$ cat config.mk
export PLATFORM = sky130hd
export DESIGN_NAME = fetch_queue
export DESIGN_NICKNAME = d
export VERILOG_FILES = /design/src/rtl/fetch_queue.sv
export SDC_FILE = /design/constraint.sdc
export NUM_CORES = 1
export LEC_CHECK = 0
export ABC_CLOCK_PERIOD_IN_PS = 2200
export BUFFER_PORTS_ARGS = -buffer_cell sky130_fd_sc_hd__buf_2
export CAP_MARGIN = 10
export CORE_MARGIN = 8
export CORE_UTILIZATION = 50
export DETAILED_ROUTE_END_ITERATION = 8
export PLACE_DENSITY = 0.74
export SYNTH_ARGS = -nofsm -noshare
export SYNTH_HDL_FRONTEND = slang
export SYNTH_SLANG_ARGS = --single-unit
$ cat constraint.sdc
create_clock -name Clock -period 2.2 [get_ports Clock]
set_input_delay 0 -clock Clock [delete_from_list [all_inputs] [get_ports Clock]]
set_output_delay 0 -clock Clock [all_outputs]
set_load 0.02 [all_outputs]
$ cat src/rtl/fetch_queue.sv
// Decoupling FIFO between instruction fetch and decode: holds {PC, instruction}
// pairs and discards fetch responses tagged with an epoch older than the last redirect.
module fetch_queue #(
    parameter int XLEN    = 32,
    parameter int ILEN    = 32,
    parameter int DEPTH   = 4,
    parameter int EPOCH_W = 2
) (
    input  logic                     Clock,
    input  logic                     nReset,
    input  logic                     flush,
    input  logic                     push_valid,
    input  logic [EPOCH_W-1:0]       push_epoch,
    input  logic [XLEN-1:0]          push_PC,
    input  logic [ILEN-1:0]          push_inst,
    output logic                     push_ready,
    output logic                     pop_valid,
    input  logic                     pop_ready,
    output logic [XLEN-1:0]          pop_PC,
    output logic [ILEN-1:0]          pop_inst,
    output logic [EPOCH_W-1:0]       epoch,
    output logic [$clog2(DEPTH):0]   count,
    output logic                     stale_drop
);

    localparam int PTR_W = $clog2(DEPTH);
    localparam int CNT_W = PTR_W + 1;

    logic [XLEN-1:0]    pc_mem_r   [DEPTH];
    logic [ILEN-1:0]    inst_mem_r [DEPTH];
    logic [PTR_W-1:0]   rd_ptr_r, wr_ptr_r;
    logic [PTR_W-1:0]   rd_ptr_nxt_s, wr_ptr_nxt_s;
    logic [CNT_W-1:0]   count_r, count_nxt_s;
    logic [EPOCH_W-1:0] epoch_r, epoch_nxt_s;
    logic               full_s, empty_s, push_acc_s, pop_acc_s, epoch_match_s;

    // Full/empty come from the occupancy counter; pointers alone cannot tell them apart.
    assign full_s        = (count_r == CNT_W'(DEPTH));
    assign empty_s       = (count_r == {CNT_W{1'b0}});
    assign epoch_match_s = (push_epoch == epoch_r);
    assign push_ready    = ~full_s;
    assign pop_valid     = ~empty_s & ~flush;
    assign push_acc_s    = push_valid & ~full_s & epoch_match_s & ~flush;
    assign pop_acc_s     = pop_valid & pop_ready;
    assign stale_drop    = push_valid & (~epoch_match_s | flush);
    assign epoch         = epoch_r;
    assign count         = count_r;

    // Head entry presented to decode; zero when nothing is queued.
    always_comb begin
        pop_PC   = {XLEN{1'b0}};
        pop_inst = {ILEN{1'b0}};
        if (!empty_s) begin
            pop_PC   = pc_mem_r[rd_ptr_r];
            pop_inst = inst_mem_r[rd_ptr_r];
        end else begin
            pop_PC   = {XLEN{1'b0}};
            pop_inst = {ILEN{1'b0}};
        end
    end

    // Next-state for pointers, occupancy and epoch; a redirect overrides push and pop.
    always_comb begin
        rd_ptr_nxt_s = rd_ptr_r;
        wr_ptr_nxt_s = wr_ptr_r;
        count_nxt_s  = count_r;
        epoch_nxt_s  = epoch_r;
        if (flush) begin
            rd_ptr_nxt_s = {PTR_W{1'b0}};
            wr_ptr_nxt_s = {PTR_W{1'b0}};
            count_nxt_s  = {CNT_W{1'b0}};
            epoch_nxt_s  = epoch_r + EPOCH_W'(1);
        end else begin
            if (push_acc_s) begin
                wr_ptr_nxt_s = wr_ptr_r + PTR_W'(1);
            end else begin
                wr_ptr_nxt_s = wr_ptr_r;
            end
            if (pop_acc_s) begin
                rd_ptr_nxt_s = rd_ptr_r + PTR_W'(1);
            end else begin
                rd_ptr_nxt_s = rd_ptr_r;
            end
            case ({push_acc_s, pop_acc_s})
                2'b10:   count_nxt_s = count_r + CNT_W'(1);
                2'b01:   count_nxt_s = count_r - CNT_W'(1);
                default: count_nxt_s = count_r;
            endcase
        end
    end

    // Control state registers.
    always_ff @(posedge Clock or negedge nReset) begin
        if (!nReset) begin
            rd_ptr_r <= {PTR_W{1'b0}};
            wr_ptr_r <= {PTR_W{1'b0}};
            count_r  <= {CNT_W{1'b0}};
            epoch_r  <= {EPOCH_W{1'b0}};
        end else begin
            rd_ptr_r <= rd_ptr_nxt_s;
            wr_ptr_r <= wr_ptr_nxt_s;
            count_r  <= count_nxt_s;
            epoch_r  <= epoch_nxt_s;
        end
    end

    // Entry storage, written only by an accepted push.
    always_ff @(posedge Clock or negedge nReset) begin
        if (!nReset) begin
            for (int i = 0; i < DEPTH; i++) begin
                pc_mem_r[i]   <= {XLEN{1'b0}};
                inst_mem_r[i] <= {ILEN{1'b0}};
            end
        end else if (push_acc_s) begin
            pc_mem_r[wr_ptr_r]   <= push_PC;
            inst_mem_r[wr_ptr_r] <= push_inst;
        end
    end

endmodule

==> results of run 1 <==
through the flow:
step / setup TNS, ns / power [µW] / cell area (µm²)
after detailed placement: 0 / 12900 / 13600
final: 0 / 18100 / 15500
after global placement: 0 / 12800 / 13600
after floorplan: 0 / 11200 / 12500
after global routing: -0.0221 / 19100 / 15500
after CTS: 0 / 18000 / 15400
cells in the final DEF (no fill, tap or decap), types with 2 or more instances in the layout:
cell           count
xnor2_1            6
nor2_1             7
clkinv_2           5
buf_4             18
dfrtp_1          262
mux2i_1            2
dfrtp_2            2
buf_2            136
buf_12            22
ha_1               4
nand3_4            4
clkbuf_1           5
nand2_1            5
mux2_4            60
inv_1              4
clkbuf_16         32
dlygate4sd3_1     70
mux2_2           153
mux4_2            64
buf_8              2
and2_4             6
nor3b_1            2
clkbuf_8           9
xor2_1             3
and2_1            60
bufinv_16          2
nor2b_1            2
mux2_1            44
per-layer routing:
metal,track usage [%],vias up,wire length (µm)
li1,-,3207,-
met1,22.2,3722,11300
met2,30.8,111,13700
met3,3.18,37,1000
met4,4.74,2,642
met5,0,-,8
power by group:
group / total, µW / internal [µW] / switching [µW]
logic: 6340 / 3700 / 2640
registers: 6860 / 6180 / 683
clock network: 4890 / 2960 / 1930
flip-flops by register name, summed over array words and instances (netlist names):
register,cells
count,3
epoch,2
pc_mem_r,128
wr_ptr_r,2
rd_ptr_r,2
inst_mem_r,128
worst max-delay path by stage:
stage | start | end | slack (ns) | cells past startpoint
final | rd_ptr_r[0]$_DFFE_PN0P_ | pop_inst[17] | 0.05 | 5
after global routing | rd_ptr_r[0]$_DFFE_PN0P_ | pop_inst[16] | -0.01 | 5
after CTS | rd_ptr_r[0]$_DFFE_PN0P_ | pop_PC[27] | 0.006 | 4
after detailed placement | epoch[1]$_DFFE_PN0P_ | inst_mem_r[32]$_DFFE_PN0P_ | 0.06 | 5
after global placement | epoch[1]$_DFFE_PN0P_ | inst_mem_r[32]$_DFFE_PN0P_ | 0.12 | 5
after floorplan | count[1]$_DFFE_PN0P_ | count[2]$_DFFE_PN0P_ | 0.02 | 7
layout make-up:
class	count	area share, %
clock inverter	10	0.733
clock buffer	43	5.59
tap	324	2.61
inverter	4	0.0967
multi-input combinational	432	34.7
timing repair buffer	253	13.5
sequential	265	42.7
kinds of logic after synthesis:
family	after synthesis
and+or+nand+nor	92
AOI/OAI and AO/OA	3
adders and majority gates	5
xor gates and xnor gates	9
DFF	265
muxes	323
buffers and inverters	52
what timing repair did:
item	4_1_cts	5_1_grt
buffers inserted	4	3
endpoints found under the setup margin	65	42
hold buffers	70	0
gates resized for setup	4	14
hold endpoints to repair	530	0
cloned	0	3
worst max-delay path, stage by stage, from the launching register on:
cell and delay, ns:
dfrtp_4 0.44, buf_12 0.16, clkbuf_16 0.18, mux4_2 0.50
and2_1 0.17, buf_2 0.15
==> reports/metrics.cfg, run 1 <==
[cells_and_area]
layout.area.seq_um2=6640
nFillCells=1768
finalNonFillerCells=1331
synthToLayoutAreaGrowth_pct=24.8
drive_gt1_share_pct=52.4
multi_input_area_um2=5390
num_antenna_cells=0
fin_util_pct=63.7
nets=1061

[pwr]
max-vdd-ir-drop_uv=592
powerDensity_nw_per_um2=1160
leakagePower_uw=0.00774

[grt]
antenna_found_initial=1
grt_pass1_vias=8066
grt_max_degree=67
overflow=0
track_usage_pct=17.6
grt_first_pass_wirelength_mm=43.6

[hold_path]
hold_class=input pin to flop
hold_path_end=wr_ptr_r[1]$_DFFE_PN0P_
hp-start=push_valid
hold_depth=5

[yosys]
synth_warnings=0
ys_seq_elements=265
synth-edff-count=0
syn_area_um2=12400
synth_area_leader_cell=dfrtp_1
synth_mux_area_share_pct=36.8
netlist_top_cells_area=dfrtp_1, mux2_2, mux4_2
synth_compound_area_share_pct=0.201
synth_top_cell_area_share_pct=53.3
synth_nets=825
synth.distinct_cells=33
synth-adder-area-share_pct=0.563
synth_top_family_by_area=multiplexers
syn_inst=749
synth-simple-area-share_pct=4.91
avgSynthCellArea_um2=16.6
ys_seq_area_share_pct=53.3
synth-async-reset-ratio_pct=100
ys_top_cells_by_count=dfrtp_1, mux2_2, and2_1, mux4_2, mux2_4
synthFlopType=dfrtp_1
synth_xor_area_share_pct=0.634
yosys.cell_count.top_type=dfrtp_1

[critical_path]
timing.rr.start=count[2]$_DFFE_PN0P_
reg2reg_slack_ns=0.11
cp-end-kind=primary output
arrival_ns=2.15
rr_worst_depth=7
cp_data_required_time_ns=2.20
r2r-end=count[2]$_DFFE_PN0P_
path_class=flop to primary output
cp_max_fo=7
cp-start-kind=flop

[floorplan]
fp-row-count=57
fp.dieH_um=174
dieWidth_um=174
die-area_um2=30200
io_pins=143
fp.coreArea_um2=24400
start_util_pct=51.0

[sta]
hold_viol=0
period_share_pct=97.9
fin_ws_ns=0.0451
finalCriticalPeriod_ns=2.15
fin_hold_ws_ns=0.0282
slew_violations=0
rsz0062_at_grt=true
setup_viol=0
max_freq_mhz=464
max_slew_margin_pct=64.9
tightest_slew_ns=0.526
skew_ns=0.0195

[drt]
dr.pass1.iters=4
first_iter_violations=289
via_per_inst=5.32
drt-total-wl_mm=26.7
drc_errors=0
antenna_left=0
vias=7079
wl_per_cell_um=20.0

[clock_network]
clkSinkCount=265
clockBufferDepth=3
cts_inserted_buffers=29
cts_tree=built
cts_root_buffer=clkbuf_16
insertion_delay_ns=0.54
htreeDepth=1
path_clk_slew_ns=0.06

[placement]
dp_slack_ns=0.0647
dp_hpwl_mm=16.5
portBuffers=142
place.gp.congestion=0.711
place_inst=1198

[flow_run]
cap_viol_max_count=0

[outcome]
status=finished, final reports clean

Power figures use the tool's default switching activity.
==> run 2, diff against run 1 <==
- ABC_CLOCK_PERIOD_IN_PS: 2200 -> 2040
- PLACE_DENSITY: 0.74 -> 0.71
- clock period: 2.2 -> 2.04 ns (I/O delays scaled with it)
==> run 2 against run 1 <==
  * Total power is 15% higher
  * Core utilization is 1.9 points higher
  * Worst setup slack worse by 0.12 ns
  * The run now ends with setup timing left
  * Combinational power is 27% higher
  * Die area stayed put
  * Largest power group is now combinational logic
  * Non-clock buffer count is 5 lower
  * Sequential cell count stayed put
  * Final cell count is 0.60% lower
  * Via count is 0.96% higher
  * Clock skew is 0.012 ns lower
==> reports/metrics.cfg, run 2 (synthesized netlist as in run 1, its figures left out) <==
[cells_and_area]
nFillCells=1703
nets=1056
layout_common_cells=dfrtp_1, mux2_2, buf_2
synthToLayoutAreaGrowth_pct=28.5
final_common_cell=dfrtp_1
design_area_um2=16000
drive_gt1_share_pct=57.8
fin_util_pct=65.6

[critical_path]
cp_max_fo=7
crit_start=rd_ptr_r[0]$_DFFE_PN0P_
rr_worst_depth=7
cp_data_required_time_ns=2.04
timing.rr.start=count[1]$_DFFE_PN0P_
cp-end-kind=primary output
cp-start-kind=flop
arrival_ns=2.11
path_class=flop to primary output

[drt]
drc_errors=0
vias=7147
first_iter_violations=340
wl_per_cell_um=21.1
drt-total-wl_mm=27.9
via_per_inst=5.40
dr.pass1.iters=4
antenna_left=0

[placement]
dpl-instance-area_um2=13600
dp_hpwl_mm=15.9
place.gp.congestion=0.698
portBuffers=142

[sta]
fin_tns_setup_ns=-2.52
period_share_pct=104
skew_ns=0.00732
setup_viol=60
tightest_slew_ns=0.372
fin_ws_ns=-0.0723
slew_violations=0
max_freq_mhz=473
rsz0062_at_grt=true
hold_viol=0
max_slew_margin_pct=75.2
finalCriticalPeriod_ns=2.11

[floorplan]
die-area_um2=30200
fp.coreArea_um2=24400
start_util_pct=51.0
fp-row-count=57
io_pins=143
fp.dieH_um=174
dieWidth_um=174

[pwr]
max-vdd-ir-drop_uv=781
power_frac_comb_pct=38.9
p_sw_uw=5970
seqPwrFrac_pct=35.7
leakagePower_uw=0.00784
switching_share_pct=28.7
intPower_uw=14800
pwr-share-clk_pct=25.4
p_total_uw=20800
powerDensity_nw_per_um2=1300

[outcome]
status=finished, violations left
failed_checks=setup timing

[grt]
track_usage_pct=17.7
grt_max_degree=72
grt_first_pass_wirelength_mm=43.9
overflow=0
grt_pass1_vias=8056
antenna_found_initial=1

[flow_run]
cap_viol_max_count=0

[clock_network]
clkSinkCount=265
htreeDepth=1
insertion_delay_ns=0.53
cts_inserted_buffers=29
clockBufferDepth=3
cts_root_buffer=clkbuf_16
path_clk_slew_ns=0.06
cts_tree=built

[hold_path]
hold_depth=5
hold_class=input pin to flop
hp-start=push_valid

==> run 2: cell count changes in the layout (fill, tap and decap cells not counted), sizes merged <==
cell and delta:
clkbuf +1, diode +1, buf -5, inv -2, dlygate4sd3 -3, clkinv -1
bufinv +1
==> run 2: layout make-up <==
class,count,area (µm²),area share [%]
Multi-Input combinational cell,432,5530,34.6
Timing Repair Buffer,248,2430,15.2
Inverter,4,15.0,0.0939
Clock inverter,8,115,0.720
Antenna cell,1,2.50,0.0156
Tap cell,324,405,2.53
Sequential cell,265,6640,41.5
Clock buffer,41,851,5.32
==> run 2: critical path: stages, from the launching register on <==
cell and delay (ns):
dfrtp_4 0.45, buf_12 0.15, clkbuf_16 0.17, mux4_2 0.51, and2_4 0.17, buf_6 0.12
==> run 2: worst paths after layout <==
check / to / slack (ns)
worst max-delay path: pop_PC[13] / -0.07
worst min-delay path: wr_ptr_r[0]$_DFFE_PN0P_ / 0.05
worst max register to register: count[2]$_DFFE_PN0P_ / 0.01
worst min register to register: pc_mem_r[86]$_DFFE_PN0P_ / 0.49
max in group asynchronous: pc_mem_r[84]$_DFFE_PN0P_ / 1.58
min in group asynchronous: inst_mem_r[25]$_DFFE_PN0P_ / 0.09
==> run 2: what timing repair did <==
| item | in CTS | in global routing |
|---|---|---|
| gates cloned | 0 | 8 |
| buffers inserted | 1 | 4 |
| pin swaps | 0 | 1 |
| hold endpoints to repair | 530 | 0 |
| setup endpoints to repair | 65 | 174 |
| hold buffers | 68 | 0 |
| gates resized for setup | 28 | 151 |
==> run 2: power by group through the flow <==
stage	clock [µW]	sequential (µW)	combinational, µW
5_1_grt	5590	7580	8630
4_1_cts	5400	7400	6770
2_1_floorplan	0	7260	4850
6_report	5270	7420	8080
3_5_place_dp	0	7460	6450
3_3_place_gp	0	7430	6310
==> run 2: metal layers <==
layer	vias to the layer above	global-route usage, %	share of wire, %
met5	-	0	0
met4	0	3.53	1.3
met3	27	2.98	3.2
met2	127	30.3	50
met1	3790	23.4	45
li1	3203	-	-
==> run 2: per-stage QoR <==
step                instances  hold WS [ns]  setup WS (ns)
floorplan                 749        -0.296        -0.0224
global placement         1192       -0.0672         0.0796
detailed placement       1192       -0.0657         0.0393
CTS                      1310        0.0244         -0.142
global route             1323        0.0925         -0.127
finish                   1323        0.0505        -0.0723
==> run 3, diff against run 2 <==
- CELL_PAD_IN_SITES_DETAIL_PLACEMENT: not set -> 1
- CELL_PAD_IN_SITES_GLOBAL_PLACEMENT: not set -> 1
- PLACE_DENSITY: 0.71 -> 0.81
- SLEW_MARGIN: not set -> 30
==> run 3 against run 2 <==
  * Count of clock-buffer cells in the layout decreased by 1
  * Largest cell class unchanged
  * Critical path type unchanged
  * Via count increased by 6.7%
  * Critical endpoint is now pop_inst[5]
  * Final area increased by 2.3%
  * The run still ends with setup timing left
  * Fmax decreased by 4.3%
  * Sequential cell count unchanged
  * Register-to-register slack got worse by 0.05 ns
  * Sequential power increased by 3%
==> reports/metrics.cfg, run 3 (synthesized netlist as in run 1, its figures left out) <==
[outcome]
status=finished, violations left
failed_checks=setup timing

[critical_path]
cp_num_cells=5
rr_worst_depth=7
reg2reg_slack_ns=-0.04
crit_start=rd_ptr_r[0]$_DFFE_PN0P_
cp_data_required_time_ns=2.04
timing.rr.start=count[0]$_DFFE_PN0P_
cp_max_fo=12
path_class=flop to primary output
worst_path_largest_cell_delay_ns=0.52
crit_chain=buf_12 > buf_12 > mux4_2 > and2_1 > buf_2
crit_buf_inv=3
cp-start-kind=flop
cp-end-kind=primary output
cp_slowest_cell=mux4_2
arrival_ns=2.21
r2r-end=count[2]$_DFFE_PN0P_
cpLargestDelayFamily=multiplexers
crit_top_cell=buf_12
crit_end=pop_inst[5]

[cells_and_area]
fin_util_pct=67.1
final_common_cell=dfrtp_1
nets=1079
drive_gt1_share_pct=58.1
design_area_um2=16400
nFillCells=2132
layout_common_cells=dfrtp_1, mux2_2, buf_2
synthToLayoutAreaGrowth_pct=31.5
num_antenna_cells=0

[drt]
met2WireLength_mm=19.5
vias=7627
route.met3.wl_mm=1.21
dr.pass1.iters=4
top_layer_used=met5
first_iter_violations=442
via_per_inst=5.65
antenna_left=0
drc_errors=0
m1WireLength_mm=15.0
drt-total-wl_mm=36.6
wl_per_cell_um=27.1

[sta]
rsz0062_at_grt=true
setup_viol=64
skew_ns=0.0157
finalCriticalPeriod_ns=2.21
tightest_slew_ns=0.525
period_share_pct=108
max_freq_mhz=453
fin_tns_setup_ns=-6.98
slew_violations=0
fin_ws_ns=-0.167
hold_viol=0
max_slew_margin_pct=65.0

[pwr]
powerDensity_nw_per_um2=1370
p_total_uw=22400
max-vdd-ir-drop_uv=836
leakagePower_uw=0.00804

[placement]
portBuffers=142
place.gp.congestion=0.729
dp_hpwl_mm=18.2
dpl-instance-area_um2=13600
dp_slack_ns=0.0235

[clock_network]
path_clk_slew_ns=0.06
cts_inserted_buffers=30
htreeDepth=1
insertion_delay_ns=0.55
cts_tree=built
clkSinkCount=265
clockBufferDepth=3
cts_root_buffer=clkbuf_16

[floorplan]
io_pins=143
fp.coreArea_um2=24400
die-area_um2=30200
fp-row-count=57
start_util_pct=51.0
dieWidth_um=174
fp.dieH_um=174

[hold_path]
hold_class=input pin to flop

[grt]
grt_first_pass_wirelength_mm=55.1
overflow=0
grt_pass1_vias=9128
track_usage_pct=23.0
grt_max_degree=69
antenna_found_initial=1

[flow_run]
cap_viol_max_count=0

run 3: cell types whose count changed in the layout (fill, tap and decap cells not counted), moves of 2 or more:
cell,change
and2_1,+10
and2_4,-10
buf_12,+3
buf_16,+4
buf_2,+8
buf_4,+9
buf_6,-4
clkbuf_16,+3
clkbuf_8,-2
clkinv_4,+2
clkinvlp_4,+3
run 3: cell type report:
class	count	area, µm²	share of cell area (%)
Timing Repair Buffer	270	2710	16.5
Clock buffer	40	870	5.31
Inverter	4	15.0	0.0917
Multi-Input combinational cell	432	5520	33.7
Clock inverter	16	206	1.26
Tap cell	324	405	2.48
Sequential cell	265	6640	40.6
run 3: worst register-to-register path, cell delays in order, from the launching register on:
cell	delay (ns)
dfrtp_2	0.43
or3b_4	0.44
nand4_4	0.08
nor3b_2	0.19
fa_2	0.27
and3b_2	0.24
mux2i_1	0.19
o311a_2	0.20
run 3: layer usage:
layer / vias to the layer above / GRT usage [%]
li1: 3261 / -
met1: 4105 / 28.4
met2: 196 / 41.1
met3: 63 / 3.81
met4: 2 / 5.99
met5: - / 0
run 3: power breakdown:
group | total, µW | switching (µW) | internal [µW]
combinational | 8940 | 3710 | 5230
clock | 5800 | 2290 | 3510
sequential | 7620 | 955 | 6670
run 3: worst min-delay path by stage:
stage	from	end	slack [ns]	depth (start not counted)
2_1_floorplan	nReset	count[0]$_DFFE_PN0P_	-0.30	0
3_3_place_gp	nReset	epoch[1]$_DFFE_PN0P_	-0.06	1
3_5_place_dp	nReset	epoch[1]$_DFFE_PN0P_	-0.05	1
4_1_cts	push_valid	wr_ptr_r[0]$_DFFE_PN0P_	0.001	5
5_1_grt	push_valid	wr_ptr_r[0]$_DFFE_PN0P_	0.07	5
6_report	push_valid	wr_ptr_r[0]$_DFFE_PN0P_	0.05	5
run 3: stage by stage:
step | std cells | hold slack (ns)
floorplan | 749 | -0.296
global placement | 1198 | -0.0575
detailed placement | 1198 | -0.0533
CTS | 1338 | 0.00129
global route | 1351 | 0.0691
finish | 1351 | 0.0525
run 3: repair_timing:
action,in CTS,in global routing
resized for setup,152,9
pin swaps,3,37
buffers inserted,12,5
hold endpoints to repair,530,0
cloned,5,8
hold buffers,68,0
endpoints found under the setup margin,65,91
